**src/rtl/branch_cmp_seq_pkg.sv**
```systemverilog
// branch_pkg: shared definitions for the slice-serial branch comparator.
//   - funct3 encodings for the RV32 conditional branches (also used by the
//     decoder and the execute-stage result mux)
//   - FSM state encoding of branch_cmp_seq
//   - helpers that decode funct3 into "illegal" and "taken"
package branch_pkg;

  localparam logic [2:0] F3_BEQ  = 3'b000;
  localparam logic [2:0] F3_BNE  = 3'b001;
  localparam logic [2:0] F3_BLT  = 3'b100;
  localparam logic [2:0] F3_BGE  = 3'b101;
  localparam logic [2:0] F3_BLTU = 3'b110;
  localparam logic [2:0] F3_BGEU = 3'b111;

  typedef enum logic [1:0] {
    IDLE = 2'd0,
    BUSY = 2'd1,
    DONE = 2'd2
  } state_e;

  // 010 and 011 are not branch encodings.
  function automatic logic f3_illegal(input logic [2:0] f3);
    return (f3 == 3'b010) || (f3 == 3'b011);
  endfunction

  function automatic logic branch_taken(input logic [2:0] f3,
                                        input logic       eq,
                                        input logic       lt);
    logic t;
    t = 1'b0;
    case (f3)
      F3_BEQ:           t = eq;
      F3_BNE:           t = ~eq;
      F3_BLT, F3_BLTU:  t = lt;
      F3_BGE, F3_BGEU:  t = ~lt;
      default:          t = 1'b0;
    endcase
    return t;
  endfunction

endpackage

```
**src/rtl/branch_cmp_seq_if.sv**
```systemverilog
// branch_cmp_seq_if: request/result bundle of the branch comparator.
//   Request : in_valid, in_ready, a, b, funct3
//   Result  : out_valid, out_ready, eq, lt, taken, illegal
//
// Handshake: a transfer happens on a rising clock edge where valid and ready
// are both high. The producer holds valid and its payload stable until that
// edge; the consumer may change ready freely; ready never depends on valid
// combinationally.
//
// master: the side issuing requests and consuming results (execute stage/tb).
// slave : the comparator.
interface branch_cmp_seq_if #(
  parameter int XLEN = 32
);
  logic            in_valid;
  logic            in_ready;
  logic [XLEN-1:0] a;
  logic [XLEN-1:0] b;
  logic [2:0]      funct3;
  logic            out_valid;
  logic            out_ready;
  logic            eq;
  logic            lt;
  logic            taken;
  logic            illegal;

  modport master (
    output in_valid, a, b, funct3, out_ready,
    input  in_ready, out_valid, eq, lt, taken, illegal
  );

  modport slave (
    input  in_valid, a, b, funct3, out_ready,
    output in_ready, out_valid, eq, lt, taken, illegal
  );
endinterface

```
**src/rtl/branch_slice_cmp.sv**
```systemverilog
// branch_slice_cmp: unsigned compare of one CHUNK-bit slice.
//   sa, sb : slice operands
//   ne     : sa != sb
//   lt     : sa <  sb (unsigned)
module branch_slice_cmp #(
  parameter int CHUNK = 8
) (
  input  logic [CHUNK-1:0] sa,
  input  logic [CHUNK-1:0] sb,
  output logic             ne,
  output logic             lt
);
  assign ne = (sa != sb);
  assign lt = (sa < sb);
endmodule

```
**src/rtl/branch_cmp_seq.sv**
```systemverilog
// branch_cmp_seq: multi-cycle branch comparator, CHUNK bits per cycle from
// the MSB slice down, optionally stopping at the first differing slice.
//   clk, rst : clock, synchronous active-high reset
//   flush    : synchronous abort; returns to IDLE and drops any result
//   bus      : branch_cmp_seq_if slave (request a/b/funct3, result
//              eq/lt/taken/illegal, each with valid/ready)
//   state_o  : current FSM state (debug)
module branch_cmp_seq
  import branch_pkg::*;
#(
  parameter int XLEN       = 32,
  parameter int CHUNK      = 8,
  parameter bit EARLY_EXIT = 1'b1
) (
  input  logic             clk,
  input  logic             rst,
  input  logic             flush,
  branch_cmp_seq_if.slave  bus,
  output state_e           state_o
);

  localparam int NSLICE = XLEN / CHUNK;
  localparam int IDXW   = (NSLICE > 1) ? $clog2(NSLICE) : 1;

  if ((CHUNK < 1) || ((XLEN % CHUNK) != 0)) begin : g_bad_chunk
    $error("branch_cmp_seq: XLEN must be a multiple of CHUNK");
  end

  state_e            state_q, state_d;
  logic [XLEN-1:0]   a_q, a_d;
  logic [XLEN-1:0]   b_q, b_d;
  logic [2:0]        f3_q, f3_d;
  logic [IDXW-1:0]   idx_q, idx_d;
  logic              decided_q, decided_d;
  logic              cmp_lt_q, cmp_lt_d;
  logic              eq_q, eq_d;
  logic              lt_q, lt_d;
  logic              taken_q, taken_d;
  logic              illegal_q, illegal_d;

  // Slice selection: shift the current slice down to bit 0.
  logic [XLEN-1:0]   a_sh, b_sh;
  logic [CHUNK-1:0]  sa, sb;
  logic              s_ne, s_lt;

  assign a_sh = a_q >> (32'(idx_q) * CHUNK);
  assign b_sh = b_q >> (32'(idx_q) * CHUNK);
  assign sa   = a_sh[CHUNK-1:0];
  assign sb   = b_sh[CHUNK-1:0];

  branch_slice_cmp #(.CHUNK(CHUNK)) u_slice (
    .sa (sa),
    .sb (sb),
    .ne (s_ne),
    .lt (s_lt)
  );

  logic dec_now;     // this slice is the first one that differs
  logic decided_nx;  // decision state including this slice
  logic lt_nx;       // lt including this slice

  always_comb begin
    state_d    = state_q;
    a_d        = a_q;
    b_d        = b_q;
    f3_d       = f3_q;
    idx_d      = idx_q;
    decided_d  = decided_q;
    cmp_lt_d   = cmp_lt_q;
    eq_d       = eq_q;
    lt_d       = lt_q;
    taken_d    = taken_q;
    illegal_d  = illegal_q;

    dec_now    = ~decided_q & s_ne;
    decided_nx = decided_q | s_ne;
    lt_nx      = dec_now ? s_lt : cmp_lt_q;

    if (flush) begin
      state_d = IDLE;
    end else begin
      case (state_q)
        IDLE: begin
          if (bus.in_valid) begin
            a_d       = bus.a;
            b_d       = bus.b;
            // Flipping the sign bits turns a signed compare into an
            // unsigned one; illegal encodings have funct3[1]=1 and stay unsigned.
            a_d[XLEN-1] = bus.a[XLEN-1] ^ ~bus.funct3[1];
            b_d[XLEN-1] = bus.b[XLEN-1] ^ ~bus.funct3[1];
            f3_d      = bus.funct3;
            idx_d     = IDXW'(NSLICE - 1);
            decided_d = 1'b0;
            cmp_lt_d  = 1'b0;
            state_d   = BUSY;
          end
        end
        BUSY: begin
          decided_d = decided_nx;
          cmp_lt_d  = lt_nx;
          if ((idx_q == '0) || (EARLY_EXIT && dec_now)) begin
            state_d   = DONE;
            eq_d      = ~decided_nx;
            lt_d      = decided_nx & lt_nx;
            taken_d   = branch_taken(f3_q, ~decided_nx, decided_nx & lt_nx);
            illegal_d = f3_illegal(f3_q);
          end else begin
            idx_d = idx_q - IDXW'(1);
          end
        end
        DONE: begin
          if (bus.out_ready) state_d = IDLE;
        end
        default: state_d = IDLE;
      endcase
    end
  end

  always_ff @(posedge clk) begin
    if (rst) begin
      state_q   <= IDLE;
      a_q       <= '0;
      b_q       <= '0;
      f3_q      <= '0;
      idx_q     <= '0;
      decided_q <= 1'b0;
      cmp_lt_q  <= 1'b0;
      eq_q      <= 1'b0;
      lt_q      <= 1'b0;
      taken_q   <= 1'b0;
      illegal_q <= 1'b0;
    end else begin
      state_q   <= state_d;
      a_q       <= a_d;
      b_q       <= b_d;
      f3_q      <= f3_d;
      idx_q     <= idx_d;
      decided_q <= decided_d;
      cmp_lt_q  <= cmp_lt_d;
      eq_q      <= eq_d;
      lt_q      <= lt_d;
      taken_q   <= taken_d;
      illegal_q <= illegal_d;
    end
  end

  // in_ready is held low while rst is asserted so nothing is offered
  // during the reset cycle itself.
  assign bus.in_ready  = (state_q == IDLE) && !rst;
  assign bus.out_valid = (state_q == DONE);
  assign bus.eq        = eq_q;
  assign bus.lt        = lt_q;
  assign bus.taken     = taken_q;
  assign bus.illegal   = illegal_q;
  assign state_o       = state_q;

endmodule

```
**src/flat_wrapper.sv**
```systemverilog
// flat-port wrapper written by rule: the top's interface ports become plain ports
module branch_cmp_seq_flat import branch_pkg::*;
#(
  parameter int XLEN       = 32,
  parameter int CHUNK      = 8,
  parameter bit EARLY_EXIT = 1'b1
)
  (clk, rst, flush, state_o, bus_in_valid, bus_a, bus_b, bus_funct3, bus_out_ready, bus_in_ready, bus_out_valid, bus_eq, bus_lt, bus_taken, bus_illegal);
  branch_cmp_seq_if #(.XLEN(XLEN)) bus_i ();
  input  logic clk;
  input  logic rst;
  input  logic flush;
  output state_e state_o;
  input wire logic [$bits(bus_i.in_valid)-1:0] bus_in_valid;
  input wire logic [$bits(bus_i.a)-1:0] bus_a;
  input wire logic [$bits(bus_i.b)-1:0] bus_b;
  input wire logic [$bits(bus_i.funct3)-1:0] bus_funct3;
  input wire logic [$bits(bus_i.out_ready)-1:0] bus_out_ready;
  output wire logic [$bits(bus_i.in_ready)-1:0] bus_in_ready;
  output wire logic [$bits(bus_i.out_valid)-1:0] bus_out_valid;
  output wire logic [$bits(bus_i.eq)-1:0] bus_eq;
  output wire logic [$bits(bus_i.lt)-1:0] bus_lt;
  output wire logic [$bits(bus_i.taken)-1:0] bus_taken;
  output wire logic [$bits(bus_i.illegal)-1:0] bus_illegal;
  assign bus_i.in_valid = bus_in_valid;
  assign bus_i.a = bus_a;
  assign bus_i.b = bus_b;
  assign bus_i.funct3 = bus_funct3;
  assign bus_i.out_ready = bus_out_ready;
  assign bus_in_ready = bus_i.in_ready;
  assign bus_out_valid = bus_i.out_valid;
  assign bus_eq = bus_i.eq;
  assign bus_lt = bus_i.lt;
  assign bus_taken = bus_i.taken;
  assign bus_illegal = bus_i.illegal;
  branch_cmp_seq #(.XLEN(XLEN), .CHUNK(CHUNK), .EARLY_EXIT(EARLY_EXIT)) u_core (.clk(clk), .rst(rst), .flush(flush), .bus(bus_i), .state_o(state_o));
endmodule
```
**config.mk**
```make
export PLATFORM = sky130hd
export DESIGN_NAME = branch_cmp_seq_flat
export DESIGN_NICKNAME = d
export VERILOG_FILES = /design/src/rtl/branch_cmp_seq_pkg.sv /design/src/rtl/branch_cmp_seq_if.sv /design/src/rtl/branch_slice_cmp.sv /design/src/rtl/branch_cmp_seq.sv /design/src/flat_wrapper.sv
export SDC_FILE = /design/constraint.sdc
export NUM_CORES = 1
export LEC_CHECK = 0
export CAP_MARGIN = 10
export CORE_ASPECT_RATIO = 1.25
export CORE_UTILIZATION = 54
export CTS_BUF_LIST = sky130_fd_sc_hd__clkbuf_8 sky130_fd_sc_hd__clkbuf_16
export CTS_CLUSTER_DIAMETER = 50
export DETAILED_ROUTE_END_ITERATION = 6
export GPL_TIMING_DRIVEN = 0
export PLACE_DENSITY = 0.88
export SLEW_MARGIN = 30
export SYNTH_ARGS = -nofsm -noshare
export SYNTH_HDL_FRONTEND = slang
export SYNTH_SLANG_ARGS = --single-unit
```
**constraint.sdc**
```tcl
create_clock -name clk -period 4.3 [get_ports clk]
set_clock_uncertainty 0.15 [all_clocks]
set_input_delay 0.86 -clock clk [delete_from_list [all_inputs] [get_ports clk]]
set_output_delay 0.86 -clock clk [all_outputs]
set_load 0.005 [all_outputs]
```
==> key figures <==
Layout
  • Area Growth Syn to Fin: 30.2%
  • Fin util: 73.0%
  • Fraction of layout instances using a drive strength above 1: 9.36%
  • Ant diodes: 0
  • Final nets: just under 600

Route
  • DR vias/cell: approximately 5.7
  • WL final: 9.49 mm
  • Pre-Repair DR Iteration Count: 5
  • Routed Antenna Nets: 0
  • DRT iter0 DRCs: ~300
  • Total number of vias: roughly 3400
  • Wire per inst: 16.2 um
  • Post-route DRC: 0

Yosys
  • Multiplexer share of the synthesized area: 10.7%
  • Simple-gate share of the synthesized area: roughly a fifth
  • Sequential-to-total area share from yosys stat: 44.6%
  • Count of cell types in the netlist: 41
  • Post-Syn Area: 3460 sq um
  • Main combinational cell family by area after synthesis: simple AND/OR/NAND/NOR gates
  • Synth Area in XOR/XNOR: 0.760%
  • Post-Syn Instances: 409
  • Top_reg_cell synth: dfxtp_1
  • YS warnings: 0
  • Adder-cell share of the synthesized area: 3.26%
  • Register bit total from synthesis: 77
  • Post-synth EDFFs: 0
  • Post-synthesis compound-gate area fraction: 16.3%
  • Async SR Flop Fraction: 0%
  • Avg Cell Area, Syn: 8.45 sq um
  • Mapped Nets: 490

Power
  • PwrDens: roughly 340 nW/um^2
  • Leak: between 1.5 and 2 nW
  • VDD IR max: 189 uV
  • Final Power: 1.55 mW

Worst setup path
  • Reg2Reg Launch Point: u_core.idx_q[1]
  • Crit path max fanout: 10
  • CP Launch Point: u_core.idx_q[1]
  • CP required: 4410 ps
  • Max stage delay cell, worst path: buf_1
  • CP max stage delay: approximately 560 ps
  • Worst Setup Start Kind: flop
  • Critical Path AT: 3420 ps
  • CP Cell Sequence: buf_2 > buf_1 > mux4_2 > inv_1 > ha_1 > and4_4 > a21oi_4 > o22ai_2 > or3_1 > a311oi_1
  • Setup crit end kind: flop
  • WS Path Type: reg -> reg

Global route
  • Initial antenna violation count: 0
  • Total GRT Usage: 30.9%
  • Congestion Overflow GR: 0
  • First-pass GRT wire length: 15.5 mm
  • Number of global-route vias before repair: 3396
  • Largest net degree at the start of global routing: 13

Die
  • Core area: about 6000 sq um
  • Die W: 73.6 um
  • Full die area: 6730 sq um
  • Chip height: 91.5 um
  • Starting Density: ~56%
  • Rows: 32
  • I/O pin count: 80

Clock network
  • Clock root buffer: clkbuf_8
  • Clk_lat worst skew: ~360 ps
  • Total CTS buffers: 9
  • Resized cells post-CTS: 0
  • # H-tree levels: 3
  • CTS tree: built
  • CTS max path bufs: 2
  • # Post-CTS Setup Buffers: 0
  • Worst-path clk slew: approximately 80 ps
  • TritonCTS Sinks: 77
  • CTS Hold Bufs: 0

Placement
  • DP HPWL: 6.98 mm
  • RD Place Congestion: 0.854
  • Port Buf Inserts: 78

Min path
  • Hold_sp: u_core.bus.lt
  • HP Class: reg -> reg

Outcome
  • Outcome: finished clean

STA
  • Slew headroom: 54.9%
  • Final Cycle Share: 76.8%
  • Setup tns final: 0 ps
  • Final number of setup-violating endpoints: 0
  • Final Hold Fails: 0
  • Final Critical Period: 3300 ps
  • RSZ-0062 raised after global routing: no
  • Max-slew violations: 0
  • F_max: 303 MHz
  • Hold_ws: 305 ps
  • Tightest Pin Transition: ~680 ps

Job
  • Max-Cap Viols: 0
[cell usage in the layout, fill, tap and decap left out, drive strengths merged, types with 3 or more instances in the layout]
cell,instances
nor2,11
inv,15
ha,9
nand2,138
clkbuf,26
o21ai,5
or3,3
mux4,16
clkinv,3
dfxtp,77
buf,10
nor3,6
clkdlybuf4s50,78
a21oi,74
[metal layers]
layer / share of wire, % / wire length (um) / GRT usage [%]
met4: 3.2 / 306 / 15.9
met5: 0 / 0 / 0
met1: 38 / 3590 / 35.1
met2: 52 / 4920 / 52.9
met3: 7.1 / 669 / 6.66
[final cells by class]
type | count | area [sq um]
buffer | 27 | 113
clock buffer | 9 | 124
clock inverter | 6 | 33.8
fill | 489 | 1660
inverter | 13 | 48.8
multi-input combinational | 292 | 1750
sequential | 77 | 1540
tap | 85 | 106
timing repair buffer | 78 | 781
[logic make-up (layout without fill, tap and decap cells)]
group	count (synthesis)	in the layout
compound gates	96	96
xor+xnor	3	3
fa+ha+maj	9	9
buf+inv	40	133
flops	77	77
mux	17	17
simple gates	167	167
[flip-flops by register name, summed over array words and instances, names as in the netlist]
register,flops
u_core.idx_q,2
u_core.bus.illegal,1
u_core.bus.lt,1
u_core.a_q,32
u_core.bus.eq,1
u_core.bus.taken,1
u_core.f3_q,3
u_core.decided_q,1
u_core.state_o,2
u_core.cmp_lt_q,1
u_core.b_q,32
[final timing paths]
kind                      endpoint  slack (ps)  cells after the start
setup reg to reg  u_core.bus.taken        1000                     10
setup / recovery  u_core.bus.taken        1000                     10
hold reg to reg      u_core.bus.lt         300                      2
hold / removal       u_core.bus.lt         300                      2
[per-stage QoR]
step | cells | area, sq um | setup WS, ps
floorplan | 409 | 3460 | 1460
global placement | 572 | 4340 | 1100
detailed placement | 572 | 4340 | 1050
CTS | 587 | 4500 | 1020
global route | 587 | 4500 | 837
finish | 587 | 4500 | 998
[where the power goes]
group / internal [mW] / leakage [nW] / total (mW) / switching (mW)
registers: 0.747 / 0.628 / 0.768 / 0.0207
clock network: 0.201 / 0.0874 / 0.461 / 0.260
logic: 0.157 / 0.893 / 0.320 / 0.163
total: 1.10 / 1.61 / 1.55 / 0.444
[critical path, delay by kind of cell, from the launching register on]
kind	cells	cell delay (ps)
AOI/OAI and AO/OA	3	550
adders and majority gates	1	260
buffers and inverters	3	910
DFF	1	330
muxes	1	410
and+or+nand+nor	2	580
[synth_stat cells, types with 2 or more instances]
| master | instances | share of area [%] |
|---|---|---|
| buf_2 | 9 | 1.3 |
| a21oi_1 | 73 | 11 |
| nor2b_1 | 2 | 0.36 |
| dfxtp_1 | 77 | 45 |
| nor3_1 | 5 | 0.72 |
| o211ai_1 | 2 | 0.43 |
| and4_4 | 2 | 0.65 |
| nand2_1 | 138 | 15 |
| o21ai_0 | 3 | 0.43 |
| inv_1 | 13 | 1.4 |
| clkbuf_1 | 17 | 1.8 |
| ha_1 | 9 | 3.3 |
| nor2_1 | 11 | 1.2 |
| mux4_2 | 16 | 10 |
| nand4_1 | 2 | 0.36 |
| a22oi_1 | 2 | 0.43 |
| or3_1 | 3 | 0.54 |
| xor2_1 | 2 | 0.51 |
Note: power is estimated with default switching activity, not from simulation.
